--- src/rtl/gate_input_debouncer.sv ---
// gate_input_debouncer: synchronises and debounces raw switch/pin levels per channel.
// Each channel is one gate_input_debouncer_lane instance. The lane has a SYNC_STAGES-deep
// synchroniser and a persistence counter. It produces a registered clean level plus
// one-cycle rise/fall pulses.
// Optional build macro GATE_DEBOUNCE_GLITCH_CNT_EN adds a saturating 8-bit count of
// rejected glitches per channel on the glitch_cnt port.

module gate_input_debouncer_lane #(
  parameter int SYNC_STAGES = 2,
  parameter int CNT_MAX     = 4
) (
  input  logic       clk,
  input  logic       rst_n,
  input  logic       din,
  output logic       dout,
  output logic       rise,
  output logic       fall
`ifdef GATE_DEBOUNCE_GLITCH_CNT_EN
  , output logic [7:0] glitch_cnt
`endif
);
  localparam int CW = $clog2(CNT_MAX);
  localparam logic [CW-1:0] CNT_LAST = CW'(CNT_MAX - 1);

  logic [SYNC_STAGES-1:0] sync;
  logic [CW-1:0]          cnt;
  logic                   s;

  assign s = sync[SYNC_STAGES-1];

  // Synchroniser chain; the raw pin feeds nothing but the first stage.
  always_ff @(posedge clk or negedge rst_n) begin
    if (!rst_n) sync <= '0;
    else        sync <= {sync[SYNC_STAGES-2:0], din};
  end

  // Persistence counter: accept a new level only after CNT_MAX consecutive differing samples.
  always_ff @(posedge clk or negedge rst_n) begin
    if (!rst_n) begin
      cnt  <= '0;
      dout <= 1'b0;
      rise <= 1'b0;
      fall <= 1'b0;
    end else begin
      rise <= 1'b0;
      fall <= 1'b0;
      if (s == dout) begin
        cnt <= '0;
      end else if (cnt == CNT_LAST) begin
        cnt  <= '0;
        dout <= s;
        rise <= s;
        fall <= ~s;
      end else begin
        cnt <= cnt + 1'b1;
      end
    end
  end

`ifdef GATE_DEBOUNCE_GLITCH_CNT_EN
  // Count rejected glitches: a partial count aborted because the input returned; saturates.
  always_ff @(posedge clk or negedge rst_n) begin
    if (!rst_n)
      glitch_cnt <= 8'h00;
    else if (s == dout && cnt != '0 && glitch_cnt != 8'hFF)
      glitch_cnt <= glitch_cnt + 8'h01;
  end
`endif

endmodule

module gate_input_debouncer #(
  parameter int WIDTH       = 2,
  parameter int SYNC_STAGES = 2,
  parameter int CNT_MAX     = 4
) (
  input  logic               clk,
  input  logic               rst_n,
  input  logic [WIDTH-1:0]   din_raw,
  output logic [WIDTH-1:0]   dout,
  output logic [WIDTH-1:0]   rise,
  output logic [WIDTH-1:0]   fall
`ifdef GATE_DEBOUNCE_GLITCH_CNT_EN
  , output logic [8*WIDTH-1:0] glitch_cnt
`endif
);

  // One fully independent lane per channel.
  for (genvar i = 0; i < WIDTH; i++) begin : g_lane
    gate_input_debouncer_lane #(
      .SYNC_STAGES(SYNC_STAGES),
      .CNT_MAX    (CNT_MAX)
    ) u_lane (
      .clk       (clk),
      .rst_n     (rst_n),
      .din       (din_raw[i]),
      .dout      (dout[i]),
      .rise      (rise[i]),
      .fall      (fall[i])
`ifdef GATE_DEBOUNCE_GLITCH_CNT_EN
      , .glitch_cnt(glitch_cnt[8*i +: 8])
`endif
    );
  end

endmodule

--- config.mk ---
export PLATFORM = sky130hd
export DESIGN_NAME = gate_input_debouncer
export DESIGN_NICKNAME = d
export VERILOG_FILES = /design/src/rtl/gate_input_debouncer.sv
export SDC_FILE = /design/constraint.sdc
export NUM_CORES = 1
export LEC_CHECK = 0
export CORE_AREA = 2 2 39 41
export CTS_BUF_LIST = sky130_fd_sc_hd__clkbuf_16
export DETAILED_ROUTE_END_ITERATION = 8
export DIE_AREA = 0 0 41 43
export GPL_ROUTABILITY_DRIVEN = 0
export GPL_TIMING_DRIVEN = 0
export PLACE_DENSITY = 0.69
export SYNTH_ARGS = -nofsm -noshare
export SYNTH_HDL_FRONTEND = slang
export SYNTH_SLANG_ARGS = --single-unit
--- constraint.sdc ---
create_clock -name clk -period 1.4 [get_ports clk]
set_input_delay 0.28 -clock clk [delete_from_list [all_inputs] [get_ports clk]]
set_output_delay 0.28 -clock clk [all_outputs]
set_load 0.05 [all_outputs]
# Word level (Yosys, flattened, before mapping)
# Cells that the tools add are included.
[classes] addsub=2 multipliers=0 n_div=0 magnitude_cmp=0 eq_ne=4 shifts=0 muxes=12 n_bitwise=4 reduce_logical=2
[ops] op="two-way mux 1 bit" n=8
[ops] op="two-way mux 2 bit" n=4
[ops] op="adder 2 x 1 -> 2 bit (second input constant)" n=2
[ops] op="== test 2 bit (second input constant)" n=2
[ops] op="inverter 1 bit" n=4
[ops] op="AND reduction 2 bit" n=2
[ops] op="== test 1 bit" n=2
[totals] regBits=14 latchBits=0 ramBits=0 romBits=0 output_inout_bits=6 n_memories=0

# Longest topological paths before layout
[logic_depth] depth_word=3 depth_mapped=3

# By module
# A second synthesis with hierarchy kept.
[hier_totals] cells_unflattened=28 area_unflattened_um2=488.0
[by_module_without_submodules] mod="gate_input_debouncer_lane" instances=2 cells_each=14 area_per_inst_um2=244.0 seq_area_each_um2=175.2

# Worst setup path before layout
# No wires, ideal clock.
[synth_timing] path_kind="reg-to-reg" start="register g_lane[1].u_lane.cnt[0]" end="register g_lane[1].u_lane.dout" arrival_time_ns=0.882 slack_ns=0.394 stages_incl_launch_ff=3 n_path_buf=0 cell_sequence="dfrtp_1 ha_1 mux2_2"
[synth_via] elab_chain_cells=2
[synth_lines] item="from (decl)" line="26" rtl="logic [CW-1:0] cnt;"
[synth_lines] item="from (signal assigned)" line="55" rtl="cnt <= cnt + 1'b1;"
[synth_lines] item="== test 2 bit" line="49" rtl="end else if (cnt == CNT_LAST) begin"
[synth_lines] item="AND reduction 2 bit (no line)"
[synth_lines] item="to (signal assigned)" line="51" rtl="dout <= s;"
[synth_lines] item="to (decl)" line="15" rtl="output logic dout,"
# Every way passes these cells.
# A chain may end at the register's enable or synchronous reset.

# Worst setup path in the final report
[layout_timing] start="register g_lane[1].u_lane.rise" end="output port rise[1]"
[layout_rtl] item="from (decl)" line="16" rtl="output logic rise,"
[layout_rtl] item="from (signal assigned)" line="52" rtl="rise <= s;"
[layout_rtl] item="to (decl)" line="81" rtl="output logic [WIDTH-1:0] rise,"
# No word-level cell between the ends.

==> impl_metrics.env <==
export IMPL_via_to_cell_ratio=4.42
export IMPL_clk_insertion_delay_late_ns=0.24
export IMPL_wl_met1_um=283
export IMPL_postSynthAreaPerCell_sq_um=14.1
export IMPL_worstHoldPathCells=0
export IMPL_ys_seq_elements=14
export IMPL_cts_max_path_buffers=2
export IMPL_synth_sequential_area_ratio=0.670
export IMPL_multiInputGateArea_sq_um=124
export IMPL_ys_top_cells_by_area="sky130_fd_sc_hd__dfrtp_1 67%, sky130_fd_sc_hd__buf_4 8.6%, sky130_fd_sc_hd__ha_1 4.8%, sky130_fd_sc_hd__nor3_2 3.8%, sky130_fd_sc_hd__xnor2_1 3.3%"
export IMPL_yosysWarnings=0
export IMPL_synth_top_area_share=0.670
export IMPL_drt_wirelength_per_cell_um=10.9
export IMPL_origin_of_the_worst_setup_path="g_lane[1].u_lane.rise"
export IMPL_period_share=0.944
export IMPL_detailed_place_area_sq_um=633
export IMPL_criticalPathCategory="register to output port"
export IMPL_finalHoldViolations=0
export IMPL_startpoint_type="register"
export IMPL_global_route_overflow_total=0
export IMPL_grt_start_max_net_pins=15
export IMPL_dr_pass1_iters=4
export IMPL_tritoncts="done"
export IMPL_min_from="g_lane[0].u_lane.sync[0]"
export IMPL_timing_critical_path_cells="buf_4 > clkdlybuf4s15_2"
export IMPL_totalWireLength_um=709
export IMPL_syn_nets=43
export IMPL_min_cycle_time_layout_ns=1.32
export IMPL_highest_count_cells_in_the_layout_ignoring_fill_and_taps="14 x sky130_fd_sc_hd__dfrtp_1, 7 x sky130_fd_sc_hd__buf_4, 4 x sky130_fd_sc_hd__clkdlybuf4s15_2, 3 x sky130_fd_sc_hd__clkbuf_16, 3 x sky130_fd_sc_hd__clkdlybuf4s50_1"
export IMPL_insertedDiodeCount=0
export IMPL_number_of_clock_sinks_seen_by_cts=14
export IMPL_slew_viol_final=0
export IMPL_rsz_0062_raised_after_global_routing="false"
export IMPL_initial_core_util=0.378
export IMPL_sequential_cell_area_sq_um=350
export IMPL_number_of_port_buffers=9
export IMPL_placement_rows=14
export IMPL_cts_htree_levels=1
export IMPL_count_of_endpoints_failing_setup_in_the_final_report=0
export IMPL_ctsRootBufferMaster="sky130_fd_sc_hd__clkbuf_16"
export IMPL_cellPowerDensity_nw_per_um2=2110
export IMPL_worst_path_largest_cell_delay_ns=0.36
export IMPL_worst_setup_path_end_kind="output port"
export IMPL_cts_made_buffers=3
export IMPL_antenna_violations_before_repair=0
export IMPL_cell_depth_of_the_worst_flop_to_flop_path=2
export IMPL_r2r_start="g_lane[1].u_lane.cnt[0]"
export IMPL_route_detailed_drc=0
export IMPL_layout_nets=57
export IMPL_number_of_global_route_vias_before_repair=295
export IMPL_routed_via_count=287
export IMPL_highest_layer="met4"
export IMPL_first_pass_grt_wire_length_mm=1.22
export IMPL_drtAntennaViolNets=0
export IMPL_status="complete, no violations"
export IMPL_cp_data_required_time_ns=1.12
export IMPL_final_setup_skew_ns=0.00276
export IMPL_clkTransAtPathRegs_ns=0.05
export IMPL_synth_top_area_cell="sky130_fd_sc_hd__dfrtp_1"
export IMPL_cp_arrival_ns=1.04
export IMPL_setup_tns_final_ns=0
export IMPL_fillers=125
export IMPL_met2WireLength_um=357
export IMPL_fmaxAchievable_mhz=756
export IMPL_hold_path_class="register to register"
export IMPL_cp_slowest_cell="sky130_fd_sc_hd__dfrtp_1"
export IMPL_finalInstanceArea_sq_um=706
export IMPL_total_leakage_power_nw=0.340
export IMPL_hold_slack_ns=0.345
export IMPL_slew_headroom=0.600
export IMPL_num_io_pins=10
export IMPL_crit_path_max_fanout=1
export IMPL_area_growth_synth_to_final_pct=34.9
export IMPL_ir_drop_uv=940
export IMPL_floorplan_core_area_sq_um=1380
export IMPL_die_w_um=41
export IMPL_gr_usage_all_layers=0.114
export IMPL_synth_cells=37
export IMPL_worst_slew_pin_slew_ns=0.598
export IMPL_detailroute_wirelength_met3_um=45
export IMPL_dieHeight_um=43
export IMPL_yosys_cell_types_count=13
export IMPL_drt_iter0_drc=4
export IMPL_power_mw=1.49
export IMPL_syn_cell_area_sq_um=523
export IMPL_number_of_maximum_capacitance_violations=0
export IMPL_most_common_cell_after_layout_fill_and_taps_aside="sky130_fd_sc_hd__dfrtp_1"
export IMPL_die_area_sq_um=1760
export IMPL_layout_drive_gt1_share=0.388
-- cells in the mapped netlist --
master	count
sky130_fd_sc_hd__and3b_2	1
sky130_fd_sc_hd__dfrtp_1	14
sky130_fd_sc_hd__xnor2_1	2
sky130_fd_sc_hd__nand2_1	2
sky130_fd_sc_hd__nor3b_1	1
sky130_fd_sc_hd__mux2_2	1
sky130_fd_sc_hd__buf_4	6
sky130_fd_sc_hd__nor2_1	2
sky130_fd_sc_hd__ha_1	2
sky130_fd_sc_hd__nor2b_1	2
sky130_fd_sc_hd__inv_1	1
sky130_fd_sc_hd__nor3_2	2
sky130_fd_sc_hd__o21ai_0	1
-- worst max-delay path: cells and delay by family (launching register included) --
kind / cells / cell delay, ns
buffers and inverters: 2 / 0.44
DFF: 1 / 0.36
-- state kept, by name, indices dropped and copies added (netlist names) --
name and cells:
g_lane.u_lane.cnt 4, g_lane.u_lane.dout 2, g_lane.u_lane.fall 2, g_lane.u_lane.rise 2, g_lane.u_lane.sync 4
-- report_power, final --
group	switching (mW)	internal (mW)	leakage (nW)
Combinational	0.227	0.180	0.125
Clock	0.154	0.373	0.0370
Sequential	0.0647	0.494	0.178
-- layer usage --
metal | GRT usage | vias to the layer above
met5 | 0 | -
met4 | 0.0800 | 0
met3 | 0.0628 | 4
met2 | 0.163 | 11
met1 | 0.121 | 135
li1 | - | 137
-- layout make-up --
type	count	share of cell area
inverter	1	0.00532
tap	16	0.0284
sequential	14	0.496
multi-input combinational	16	0.176
clock buffer	3	0.106
buffer	6	0.0638
timing repair buffer	9	0.124
-- logic make-up after synthesis --
| kind of cell | synth area share |
|---|---|
| flops | 0.670 |
| simple gates | 0.124 |
| buf+inv | 0.0933 |
| xor+xnor | 0.0335 |
| fa+ha+maj | 0.0478 |
| compound gates | 0.00956 |
| mux | 0.0215 |
-- worst paths after layout --
path / end / slack, ns
min in group asynchronous: g_lane[1].u_lane.fall / 0.42
max reg2reg: g_lane[1].u_lane.dout / 0.32
max in group asynchronous: g_lane[0].u_lane.cnt[1] / 0.59
min: g_lane[0].u_lane.sync[1] / 0.34
min reg2reg: g_lane[0].u_lane.sync[1] / 0.34
max: rise[1] / 0.08
-- through the flow --
| step | cells | util | setup WS [ns] |
|---|---|---|---|
| 6_report | 65 | 0.510 | 0.0778 |
| 4_1_cts | 65 | 0.514 | 0.00588 |
| 5_1_grt | 65 | 0.510 | 0.0515 |
| 3_5_place_dp | 62 | 0.458 | -0.173 |
| 2_1_floorplan | 37 | - | 0.394 |
| 3_3_place_gp | 62 | 0.458 | -0.171 |
-- timing repair --
item | CTS | global route
resized for setup | 19 | 2
setup buffers | 0 | 0
hold buffers | 0 | 0
setup endpoints to repair | 6 | 1
pin swaps | 0 | 0
No activity file was read; power rests on OpenSTA's default activity.
